<file path="src/rtl/uart_tx_arb.sv">
// Round-robin arbiter sharing one uart_tx among N byte producers.
// A one-byte staging register feeds uart_tx; an optional per-requester lock keeps packets contiguous.
module uart_tx_arb #(
    parameter int N   = 4,
    parameter int IDW = $clog2(N)
) (
    input  logic           clk,
    input  logic           rst,
    input  logic [N-1:0]   req_valid,
    input  logic [N-1:0]   req_lock,
    input  logic [8*N-1:0] req_data,
    output logic [N-1:0]   req_ack,
    output logic           tx_data_rdy,
    output logic [7:0]     tx_data,
    input  logic           tx_fetch,
    output logic [IDW-1:0] grant_id,
    output logic           busy
);

    typedef enum logic {EMPTY, FULL} state_t;

    localparam logic [N-1:0] ACK_ONE = {{(N-1){1'b0}}, 1'b1};

    state_t         state, state_nxt;
    logic           lock_q;
    logic           win;
    logic [IDW-1:0] win_id;
    logic [IDW-1:0] cand;
    logic           capture;

    // Scan from the farthest candidate to the nearest so the nearest valid one overrides.
    always_comb begin
        win    = 1'b0;
        win_id = grant_id;
        cand   = grant_id;
        if (lock_q) begin
            win = req_valid[grant_id];
        end else begin
            for (int unsigned i = N; i >= 1; i--) begin
                cand = IDW'((32'(grant_id) + i) % N);
                if (req_valid[cand]) begin
                    win    = 1'b1;
                    win_id = cand;
                end
            end
        end
    end

    always_comb begin
        state_nxt = state;
        capture   = 1'b0;
        case (state)
            EMPTY: begin
                if (win) begin
                    state_nxt = FULL;
                    capture   = 1'b1;
                end
            end
            FULL: begin
                if (tx_fetch) state_nxt = EMPTY;
            end
            default: state_nxt = EMPTY;
        endcase
    end

    always_ff @(posedge clk or posedge rst) begin
        if (rst) state <= EMPTY;
        else     state <= state_nxt;
    end

    always_ff @(posedge clk or posedge rst) begin
        if (rst) begin
            tx_data  <= '0;
            grant_id <= IDW'(N - 1);
            lock_q   <= 1'b0;
            req_ack  <= '0;
        end else begin
            req_ack <= capture ? (ACK_ONE << win_id) : '0;
            if (capture) begin
                tx_data  <= req_data[8*win_id +: 8];
                grant_id <= win_id;
                lock_q   <= req_lock[win_id];
            end
        end
    end

    assign tx_data_rdy = (state == FULL);
    assign busy        = (state == FULL) | lock_q;

endmodule

</file>
<file path="config.mk">
export PLATFORM = sky130hd
export DESIGN_NAME = uart_tx_arb
export DESIGN_NICKNAME = d
export VERILOG_FILES = /design/src/rtl/uart_tx_arb.sv
export SDC_FILE = /design/constraint.sdc
export NUM_CORES = 1
export LEC_CHECK = 0
export CORE_MARGIN = 3
export CORE_UTILIZATION = 40
export CTS_BUF_LIST = sky130_fd_sc_hd__clkbuf_4
export CTS_CLUSTER_DIAMETER = 60
export DETAILED_ROUTE_END_ITERATION = 8
export MAX_ROUTING_LAYER = met4
export PLACE_DENSITY = 0.79
export RECOVER_POWER = 25
export SLEW_MARGIN = 20
export SYNTH_ARGS = -nofsm -noshare
export SYNTH_HDL_FRONTEND = slang
export SYNTH_SLANG_ARGS = --single-unit
</file>
<file path="constraint.sdc">
create_clock -name clk -period 2.7 [get_ports clk]
set_clock_uncertainty 0.15 [all_clocks]
set_input_delay 0.81 -clock clk [delete_from_list [all_inputs] [get_ports clk]]
set_output_delay 0.81 -clock clk [all_outputs]
set_load 0.02 [all_outputs]
</file>
* Yosys cells after proc, flatten, opt, wreduce, memory -nomap -nowiden
Cells that the tools add are included.
** Word-level totals
- Register bits :: 16
- Input bits :: 43
- Output and inout bits :: 16
- Word-level logic and storage cells :: 46
** Cells by class
- Add/sub/neg operators :: 4
- $lt $le $gt $ge :: 6
- Shift operators :: 2
- Multiplexer cells :: 27
- Bitwise logic cells :: 2
** Operators by type and width (number)
- indexed part select 32 x 6 -> 8 bit :: 1
- < comparator 2 x 3 -> 1 bit, second input constant :: 6
- two-way mux 1 bit :: 14
- binary-select mux 1 bit (select 2 bit) :: 6
- two-way mux 2 bit :: 5
- adder 2 x 1 -> 2 bit, second input constant :: 2
- adder 2 bit, second input constant :: 2
- two-way mux 4 bit :: 1
- << shifter 1 x 2 -> 4 bit, first input constant :: 1
- one-hot mux 1 bit (2 select lines) :: 1
- inverter 1 bit :: 1
- bitwise OR 1 bit :: 1

* Logic depth before layout (Yosys ltp)
Gate-level depths: netlist of run 1.
- Depth after elaboration :: 11
- Mapped depth :: 7
- Gate-level depth less buffers :: 5

* Least setup slack after synthesis of run 1
Ideal clock, no wire load.
- Path kind :: input port to flip-flop
- From :: in req_valid[3]
- To :: reg tx_data[1]
- Library setup time :: 0.132 ns
- Arrival :: 2.031 ns
- Required time :: 2.418 ns
- Setup slack :: 0.387 ns
- Cell stages on the path :: 7
- Buffers on the path :: 2
- Cell sequence :: and2b_1 > o31a_1 > or2_1 > buf_2 > buf_6 > a211oi_2 > a211oi_2
** On the way
- Cells in the longest elaborated chain, start to end :: 9
- Elaborated cells on any way between the ends :: 23
- Classes of those cells :: 1 x shift; 22 x mux
** Ends and longest elaborated chain
- from (decl) :: line 9 : input logic [N-1:0] req_valid,
- branches (longest 9 deep; another with indexed part select 32 x 6 -> 8 bit)
- to (signal assigned) :: line 80 : tx_data <= req_data[8*win_id +: 8];
- to (decl) :: line 14 : output logic [7:0] tx_data,
Several ways; the timed one is not identified. The select of a mux whose other input is x is not followed.
A chain may end at the register's enable or synchronous reset.

* Worst setup path after layout of run 1
- From :: reg grant_id[0]
- To :: out grant_id[0]
** RTL lines
- from (decl) :: line 16 : output logic [IDW-1:0] grant_id,
- from (signal assigned) :: line 74 : grant_id <= IDW'(N - 1);
- from (signal assigned) :: line 81 : grant_id <= win_id;
No word-level cell between the ends.

==> results.ini, run 1 <==
[cts]
root_buffer = clkbuf_4
clkTransAtPathRegs_ns = 0.10
cts_made_buffers = 3
htreeDepth = 1
clk_latency_ns = 0.28
cts_tree = yes
cts_sinks = 16
clockBufferDepth = 2

[setup_path]
r2r_setup_slack_ns = 0.39
path_buf_inv = 1
path_class = reg2out
rr_worst_depth = 4
crit_chain = clkdlybuf4s50_1
end_kind = output pin
start_kind = flop
cp_data_arrival_time_ns = 1.65
cpLargestDelayFamily = flip-flops
slowest_delay_ns = 0.70
critPathSlowestCell = dfstp_2
crit_path_max_fanout = 13
timing.rr.start = grant_id[0]
rr_endpoint = tx_data[0]
cp.required_ns = 1.74

[yosys]
yosysWarnings = 0
synth-edff-count = 0
ys_ff_latch = 16
yosys-top-cells-area = dfrtp_1 (28%), a211oi_1 (7.2%), nor3b_1 (5.4%)
syn_area_um2 = 1250
yosysUniqueCellTypes = 42
synthTopCellsByCount = dfrtp_1 (14), nor2_1 (14), inv_1 (13)
yosys_most_used_dff = dfrtp_1
seq_area_frac_synth_pct = 32.2
synthArstFlopShare_pct = 100
post-synth-top-area-fraction_pct = 28.0
syn_nets = 177
netlist_instances = 134
synth.avg_cell_area_um2 = 9.33
yosysTopAreaCell = dfrtp_1

[job]
cap_viol_max_count = 0

[final_layout]
n_antenna_cell = 0
synthToLayoutAreaGrowth_pct = 65.6
final-instance-count-excl-fill = 248
drive_above_1_share_pct = 21.4
nets = 250
fin_area_um2 = 2070
fillers = 205

[route]
drtIter0Drc = 66
ant_nets = 0
vias = 1350
firstDrtPassIters = 4
drt-total-wl_mm = 3.82
wl_per_cell_um = 15.4
drc = 0
avgViaCountPerCell = 5.44

[hold_path]
hold-path-endpoint = grant_id[1]
holdPathStages = 2
hp-class = reg2reg
hp-start = grant_id[1]

[global_routing]
track_usage_pct = 21.7
grt_pass1_wl_mm = 6.13
antenna_found_initial = 0
grt_pass1_vias = 1341
grt_start_max_net_pins = 23
grt-ovfl-total = 0

[sta]
rsz0062_at_grt = false
period_minus_slack_ns = 2.61
finalCritPeriodShare_pct = 96.6
slew_viol_final = 0
setup_ws_ns = 0.0928
finalHoldViolCount = 0
worst_pin_slew_ns = 0.655
relSlewSlack_pct = 56.3
clock.fmax_ghz = 0.384
tns_ns = 0
hold_ws_ns = 0.407
finalSetupViolCount = 0

[pwr]
power.density_nw_per_um2 = 1100
peakVddDrop_mv = 0.582
p_leak_nw = 0.851

[floorplanning]
die_w_um = 61.9
row_count = 19
die_area_um2 = 3830
core_um2 = 2880
fp.dieH_um = 61.9
pin_count = 59
start_util_pct = 43.5

[placement]
pre_cts_ws_ns = -0.296
gp_congestion = 0.841
hpwl_mm = 2.92
placed_area_um2 = 1990
numPortBuffers = 58
dp.cells = 243

[run_status]
status = complete, no violations

==> report_power, final <==
group	switching (mW)	internal (mW)
clock	0.0829	0.0536
sequential	0.121	0.374
combinational	0.856	0.789
total	1.06	1.22
==> cell usage in the layout (no fill, tap or decap), drive strengths merged, types with 2 or more instances in the layout <==
master / count
a211oi: 14
a21oi: 2
a221oi: 7
buf: 20
clkbuf: 3
clkdlybuf4s50: 53
dfrtp: 14
dfstp: 2
dlymetal6s2s: 4
inv: 13
nand2: 7
nor2: 15
nor3: 4
nor3b: 9
nor4bb: 2
o211ai: 2
o21a: 2
o21ai: 6
o31ai: 7
or2: 2
==> layout make-up <==
type	count	area (um^2)	share of cell area (%)
Tap cell	42	52.6	2.54
Clock inverter	1	3.75	0.181
Inverter	13	48.8	2.36
Timing Repair Buffer	78	769	37.2
Multi-Input combinational cell	95	768	37.1
Sequential cell	16	404	19.5
Clock buffer	3	22.5	1.09
==> layer usage <==
| metal | up-vias | routed length, um | track usage, % |
|---|---|---|---|
| li1 | 656 | - | - |
| met1 | 647 | 1590 | 26.8 |
| met2 | 45 | 2040 | 37.4 |
| met3 | 2 | 175 | 2.48 |
| met4 | 0 | 21 | 6.06 |
| met5 | - | 0 | - |
==> sequential cells by signal (all words and copies together), names as in the netlist <==
name         flops
grant_id         2
lock_q           1
tx_data          8
req_ack          4
tx_data_rdy      1
==> cell families after synthesis <==
kind of cell	count (synthesis)	synth area share (%)
AOI/OAI and AO/OA	48	33.6
and+or+nand+nor	46	22.5
buffers and inverters	23	9.81
DFF	16	32.2
muxes	1	1.80
==> worst max path at each step <==
stage,slack [ns],start,to,depth (start not counted)
3_3_place_gp,-0.20,req_valid[0],tx_data[4],6
3_5_place_dp,-0.30,req_valid[0],tx_data[3],6
5_1_grt,0.03,grant_id[0],grant_id[0],1
2_1_floorplan,0.39,req_valid[3],tx_data[1],7
4_1_cts,0.02,req_valid[0],tx_data[3],6
6_report,0.09,grant_id[0],grant_id[0],1
==> through the flow <==
step | utilization (%) | power [mW]
final | 71.9 | 2.28
after global routing | 71.9 | 2.45
after CTS | 70.1 | 2.23
after detailed placement | 69.2 | 2.09
after global placement | 69.2 | 2.06
after floorplan | - | 1.47
==> timing repair <==
| action | CTS | global route |
|---|---|---|
| buffers inserted | 0 | 1 |
| hold buffers | 0 | 0 |
| gates resized for setup | 0 | 11 |
| endpoints found under the hold margin | 0 | 0 |
| endpoints found under the setup margin | 0 | 10 |
No activity file was read; power rests on OpenSTA's default activity.
==> inputs of run 2 (changes only) <==
--- a/config.mk
+++ b/config.mk
@@ -5,7 +5,6 @@
 export SDC_FILE = /design/constraint.sdc
 export NUM_CORES = 1
 export LEC_CHECK = 0
-export CORE_MARGIN = 3
 export CORE_UTILIZATION = 40
 export CTS_BUF_LIST = sky130_fd_sc_hd__clkbuf_4
 export CTS_CLUSTER_DIAMETER = 60
==> run 2 against run 1 <==
Effect of this change: the run now ends with design-rule violations left; clock-buffer cell count unchanged; critical path depth increased by 6; power rose by 3.1%; first-iteration DRC count decreased by 18%; wire length is 4.0% higher; flip-flop and latch count unchanged; non-clock buffer count increased by 2; critical path type is now in2reg; critical endpoint is now tx_data[1].
==> results.ini, run 2 (synthesis gave the netlist of run 1 again) <==
[hold_path]
hp-class = reg2reg  ; unchanged
holdPathStages = 2  ; unchanged

[route]
firstDrtPassIters = 6  ; was 4
drc = 4  ; was 0
drtIter0Drc = 54  ; was 66
vias = 1393  ; was 1350
avgViaCountPerCell = 5.83  ; was 5.44
drt-total-wl_mm = 3.98  ; was 3.82 mm
ant_nets = 0  ; unchanged
wl_per_cell_um = 16.6  ; was 15.4 um

[setup_path]
critPathSlowestCell = mux4_2  ; was dfstp_2
end_kind = flop  ; was output pin
crit_path_max_fanout = 10  ; was 13
start_kind = primary input  ; was flop
slowest_delay_ns = 0.52  ; was 0.70 ns
path_class = in2reg  ; was reg2out
cp.required_ns = 2.78  ; was 1.74 ns
rr_worst_depth = 5  ; was 4
cp_data_arrival_time_ns = 2.77  ; was 1.65 ns
crit_chain = clkdlybuf4s50_1, buf_4, mux4_2, o21ai_4, buf_4, a211oi_2, a211oi_2  ; was clkdlybuf4s50_1

[sta]
period_minus_slack_ns = 2.69  ; was 2.61 ns
slew_viol_final = 0  ; unchanged
finalCritPeriodShare_pct = 99.5  ; was 96.6%
worst_pin_slew_ns = 0.627  ; was 0.655 ns
relSlewSlack_pct = 58.2  ; was 56.3%
finalHoldViolCount = 0  ; unchanged
finalSetupViolCount = 0  ; unchanged
hold_ws_ns = 0.413  ; was 0.407 ns
clock.fmax_ghz = 0.372  ; was 0.384 GHz
tns_ns = 0  ; unchanged
rsz0062_at_grt = true  ; was false

[cts]
htreeDepth = 1  ; unchanged
clockBufferDepth = 2  ; unchanged
cts_tree = yes  ; unchanged
root_buffer = clkbuf_4  ; unchanged
cts_sinks = 16  ; unchanged
cts_made_buffers = 3  ; unchanged
clkTransAtPathRegs_ns = 0.11  ; was 0.10 ns
clk_latency_ns = 0.30  ; was 0.28 ns
hold_buffers = 0  ; unchanged

[floorplanning]
row_count = 19  ; unchanged
start_util_pct = 43.8  ; was 43.5%
core_um2 = 2850  ; was 2880 um^2
die_w_um = 57.9  ; was 61.9 um
pin_count = 59  ; unchanged
fp.dieH_um = 57.9  ; was 61.9 um
die_area_um2 = 3350  ; was 3830 um^2

[final_layout]
final-instance-count-excl-fill = 239  ; was 248
n_antenna_cell = 0  ; unchanged
top_regs = tx_data: 8 flops, req_ack: 4 flops, grant_id: 2 flops  ; unchanged
nets = 252  ; was 250
synthToLayoutAreaGrowth_pct = 65.7  ; was 65.6%
drive_above_1_share_pct = 22.6  ; was 21.4%
fillers = 215  ; was 205
final_cell_mix = clkdlybuf4s50_1 (54), buf_4 (19), nor2_1 (14)  ; was clkdlybuf4s50_1 (53), buf_4 (17), nor2_1 (14)
largest_reg_flops = 8  ; unchanged
largest_register = tx_data  ; unchanged
final_common_cell = clkdlybuf4s50_1  ; unchanged
utilization_pct = 72.6  ; was 71.9%

[global_routing]
grt_start_max_net_pins = 22  ; was 23
grt_pass1_wl_mm = 6.15  ; was 6.13 mm
grt_pass1_vias = 1311  ; was 1341
grt-ovfl-total = 0  ; unchanged
antenna_found_initial = 0  ; unchanged
track_usage_pct = 24.6  ; was 21.7%

[pwr]
clkPwrFrac_pct = 6.0  ; about the same
pwr-share-seq_pct = 21.0  ; was 21.7%
peakVddDrop_mv = 0.607  ; was 0.582 mV
swShare_pct = 46.5  ; about the same
intPower_mw = 1.26  ; was 1.22 mW
power.density_nw_per_um2 = 1130  ; was 1100 nW/um^2
p_sw_mw = 1.09  ; was 1.06 mW
p_leak_nw = 0.850  ; was 0.851 nW
combPwrFrac_pct = 73.1  ; was 72.3%

[placement]
numPortBuffers = 58  ; unchanged
gp_congestion = 0.809  ; was 0.841
dp.cells = 231  ; was 243
hpwl_mm = 2.89  ; was 2.92 mm

[job]
cap_viol_max_count = 0  ; unchanged

[run_status]
violations = design-rule violations
status = finished with violations  ; was complete, no violations

## run 2: per-layer routing
| metal | GRT usage [%] | vias to the layer above | part of all wire, % |
|---|---|---|---|
| li1 | - | 659 | - |
| met1 | 31.5 | 684 | 43 |
| met2 | 40.9 | 46 | 52 |
| met3 | 2.01 | 4 | 3.9 |
| met4 | 8.16 | 0 | 1.4 |
| met5 | - | - | 0 |
## run 2: final timing paths
| kind | start | end | slack, ns |
|---|---|---|---|
| setup / recovery | req_valid[0] | tx_data[1] | 0.01 |
| hold / removal | grant_id[1] | grant_id[1] | 0.41 |
| setup reg to reg | grant_id[0] | tx_data[1] | 0.32 |
| hold reg to reg | grant_id[1] | grant_id[1] | 0.41 |
| max in group asynchronous | rst | lock_q | 1.10 |
| min in group asynchronous | rst | tx_data[4] | 0.86 |
## run 2: cell type report
| type | count | area, um^2 | share of cell area, % |
|---|---|---|---|
| Tap cell | 31 | 38.8 | 1.87 |
| Multi-Input combinational cell | 95 | 771 | 37.2 |
| Clock inverter | 1 | 3.75 | 0.181 |
| Inverter | 13 | 48.8 | 2.36 |
| Sequential cell | 16 | 404 | 19.5 |
| Timing Repair Buffer | 80 | 782 | 37.8 |
| Clock buffer | 3 | 22.5 | 1.09 |
## run 2: metrics by stage
step | setup WS, ns | cell area [um^2] | total power, mW
5_1_grt | -0.0445 | 2070 | 2.49
6_report | 0.0132 | 2070 | 2.35
4_1_cts | 0.00487 | 1980 | 2.22
3_5_place_dp | -0.313 | 1960 | 2.08
3_3_place_gp | -0.221 | 1960 | 2.04
2_1_floorplan | 0.387 | 1250 | 1.47
## run 2: what timing repair did
| item | in CTS | in global routing |
|---|---|---|
| resized for setup | 0 | 11 |
| setup endpoints to repair | 0 | 8 |
| buffers inserted | 0 | 4 |
## run 2: critical path, delay by kind of cell
family | cells | cell delay (ns)
compound gates | 3 | 0.64
buf+inv | 3 | 0.78
mux | 1 | 0.52
## run 2: power by group through the flow
| stage | sequential, mW | clock (mW) | combinational, mW |
|---|---|---|---|
| after floorplan | 0.583 | 0 | 0.886 |
| after global placement | 0.479 | 0 | 1.56 |
| after detailed placement | 0.485 | 0 | 1.59 |
| after CTS | 0.481 | 0.140 | 1.60 |
| after global routing | 0.510 | 0.150 | 1.83 |
| final | 0.492 | 0.140 | 1.72 |
==> inputs of run 3 (changes only) <==
--- a/config.mk
+++ b/config.mk
@@ -5,12 +5,12 @@
 export SDC_FILE = /design/constraint.sdc
 export NUM_CORES = 1
 export LEC_CHECK = 0
-export CORE_UTILIZATION = 40
+export CORE_UTILIZATION = 42
 export CTS_BUF_LIST = sky130_fd_sc_hd__clkbuf_4
 export CTS_CLUSTER_DIAMETER = 60
 export DETAILED_ROUTE_END_ITERATION = 8
 export MAX_ROUTING_LAYER = met4
-export PLACE_DENSITY = 0.79
+export PLACE_DENSITY = 0.82
 export RECOVER_POWER = 25
 export SLEW_MARGIN = 20
 export SYNTH_ARGS = -nofsm -noshare
==> run 3 against run 2 <==
Effect of this change: the flow now finishes without violations; clock power decreased by 5%; clock-buffer cell count is the same; hold slack improved by 0.0096 ns; core utilization increased by 2.0 points; setup slack gained 0.029 ns; register-to-register slack better by 0.04 ns; non-clock buffer count decreased by 1; via count unchanged; sequential share of layout area is 0.096 points lower; global-route usage up 0.31 points; largest power group unchanged; highest routed layer unchanged.
==> results.ini, run 3 (synthesis gave the netlist of run 1 again) <==
[global_routing]
grt_pass1_wl_mm = 6.07  ; was 6.15 mm
grt_pass1_vias = 1380  ; was 1311
grt_start_max_net_pins = 17  ; was 22
grt-ovfl-total = 0  ; unchanged
antenna_found_initial = 0  ; unchanged
track_usage_pct = 24.9  ; was 24.6%

[placement]
dp.cells = 233  ; was 231
placed_area_um2 = 1970  ; was 1960 um^2
numPortBuffers = 58  ; unchanged
hpwl_mm = 2.92  ; was 2.89 mm
gp_congestion = 0.854  ; was 0.809

[pwr]
p_leak_nw = 0.851  ; was 0.850 nW
swShare_pct = 46.9  ; was 46.5%
p_sw_mw = 1.09  ; about the same
power_mw = 2.33  ; was 2.35 mW
power.density_nw_per_um2 = 1120  ; was 1130 nW/um^2
intPower_mw = 1.24  ; was 1.26 mW
pwr-share-seq_pct = 21.5  ; was 21.0%
combPwrFrac_pct = 72.8  ; was 73.1%
peakVddDrop_mv = 0.717  ; was 0.607 mV
clkPwrFrac_pct = 5.7  ; was 6.0%

[sta]
period_minus_slack_ns = 2.66  ; was 2.69 ns
finalCritPeriodShare_pct = 98.4  ; was 99.5%
hold_ws_ns = 0.423  ; was 0.413 ns
slew_viol_final = 0  ; unchanged
finalSetupViolCount = 0  ; unchanged
finalHoldViolCount = 0  ; unchanged
worst_pin_slew_ns = 0.609  ; was 0.627 ns
clock.fmax_ghz = 0.376  ; was 0.372 GHz
relSlewSlack_pct = 59.3  ; was 58.2%

[setup_path]
slowest_delay_ns = 0.55  ; was 0.52 ns
r2r_setup_slack_ns = 0.36  ; was 0.32 ns
crit_chain = clkdlybuf4s50_1, nor4bb_2, nor4_4, buf_4, and3_1, nor2_4, o221a_1  ; was clkdlybuf4s50_1, buf_4, mux4_2, o21ai_4, buf_4, a211oi_2, a211oi_2
cpLargestDelayFamily = simple AND/OR/NAND/NOR gates  ; was buffers and inverters
path_class = in2reg  ; unchanged
start_kind = primary input  ; unchanged
crit_path_max_fanout = 10  ; unchanged
cp_data_arrival_time_ns = 2.73  ; was 2.77 ns
cp.required_ns = 2.78  ; about the same
path_buf_inv = 2  ; was 3
end_kind = flop  ; unchanged
critPathSlowestCell = clkdlybuf4s50_1  ; was mux4_2

[final_layout]
top_regs = tx_data: 8 flops, req_ack: 4 flops, grant_id: 2 flops  ; unchanged
synthToLayoutAreaGrowth_pct = 66.0  ; was 65.7%
largest_register = tx_data  ; unchanged
utilization_pct = 74.6  ; was 72.6%
largest_reg_flops = 8  ; unchanged
nets = 251  ; was 252
fillers = 214  ; was 215
final_common_cell = clkdlybuf4s50_1  ; unchanged
drive_above_1_share_pct = 23.2  ; was 22.6%
n_antenna_cell = 0  ; unchanged
final-instance-count-excl-fill = 238  ; was 239
fin_area_um2 = 2070  ; about the same
final_cell_mix = clkdlybuf4s50_1 (54), buf_4 (20), nor2_1 (14), dfrtp_1 (14), inv_1 (13)  ; was clkdlybuf4s50_1 (54), buf_4 (19), nor2_1 (14)

[route]
drc = 0  ; was 4
avgViaCountPerCell = 5.85  ; was 5.83
drt-total-wl_mm = 3.87  ; was 3.98 mm
firstDrtPassIters = 4  ; was 6
drtIter0Drc = 43  ; was 54
wl_per_cell_um = 16.3  ; was 16.6 um
ant_nets = 0  ; unchanged
vias = 1393  ; unchanged

[floorplanning]
core_um2 = 2780  ; was 2850 um^2
start_util_pct = 44.9  ; was 43.8%
die_area_um2 = 3200  ; was 3350 um^2
pin_count = 59  ; unchanged
row_count = 19  ; unchanged
fp.dieH_um = 56.6  ; was 57.9 um
die_w_um = 56.6  ; was 57.9 um

[cts]
clk_latency_ns = 0.28  ; was 0.30 ns
cts_made_buffers = 3  ; unchanged
clkTransAtPathRegs_ns = 0.10  ; was 0.11 ns
htreeDepth = 1  ; unchanged
clockBufferDepth = 2  ; unchanged
cts_sinks = 16  ; unchanged
cts_tree = yes  ; unchanged
root_buffer = clkbuf_4  ; unchanged

[run_status]
status = complete, no violations  ; was finished with violations

[hold_path]
hp-class = reg2reg  ; unchanged

[job]
cap_viol_max_count = 0  ; unchanged

-- run 3: per-layer routing --
layer  up-vias  wire (um)  global-route usage [%]
met5         -          0                       -
met4         0         77                    8.71
met3         8        166                    2.53
met2        51       2070                    42.9
met1       672       1550                    30.1
li1        662          -                       -
-- run 3: power groups by stage --
stage	clock network, mW	logic [mW]	registers (mW)
final	0.133	1.69	0.501
after global routing	0.146	1.83	0.514
after CTS	0.134	1.61	0.488
after detailed placement	0	1.60	0.490
after global placement	0	1.56	0.482
after floorplan	0	0.886	0.583
-- run 3: timing repair --
item                       4_1_cts  5_1_grt
hold buffers                     0        0
pin swaps                        0        2
resized for setup                1       12
setup endpoints to repair        1       12
buffers inserted                 0        1
-- run 3: path summary, 6_finish.rpt --
kind,startpoint,cells past startpoint,to
worst max-delay path,req_valid[0],7,tx_data[0]
worst min-delay path,tx_data[3],2,tx_data[3]
worst max register to register,grant_id[0],6,tx_data[5]
worst min register to register,tx_data[3],2,tx_data[3]
max in group asynchronous,rst,2,tx_data_rdy
min in group asynchronous,rst,2,tx_data[6]
-- run 3: final cells by class --
cell class | instances | area [um^2] | area share [%]
Sequential cell | 16 | 403 | 19.4
Tap cell | 31 | 38.8 | 1.87
Inverter | 13 | 48.8 | 2.35
Multi-Input combinational cell | 95 | 800 | 38.5
Clock buffer | 3 | 22.5 | 1.09
Clock inverter | 1 | 3.75 | 0.181
Timing Repair Buffer | 79 | 758 | 36.6
-- run 3: per-stage QoR --
step | setup TNS (ns) | setup slack, ns
finish | 0 | 0.0423
detailed placement | -3.35 | -0.303
global placement | -2.70 | -0.250
global route | -0.0526 | -0.0329
CTS | 0 | 0.0138
floorplan | 0 | 0.387
-- run 3: worst reg2reg max path, delay by kind of cell, from the launching register on --
kind	cells	cell delay (ns)
buffers and inverters	1	0.18
AOI/OAI and AO/OA	3	0.66
and+or+nand+nor	2	0.51
DFF	1	0.73
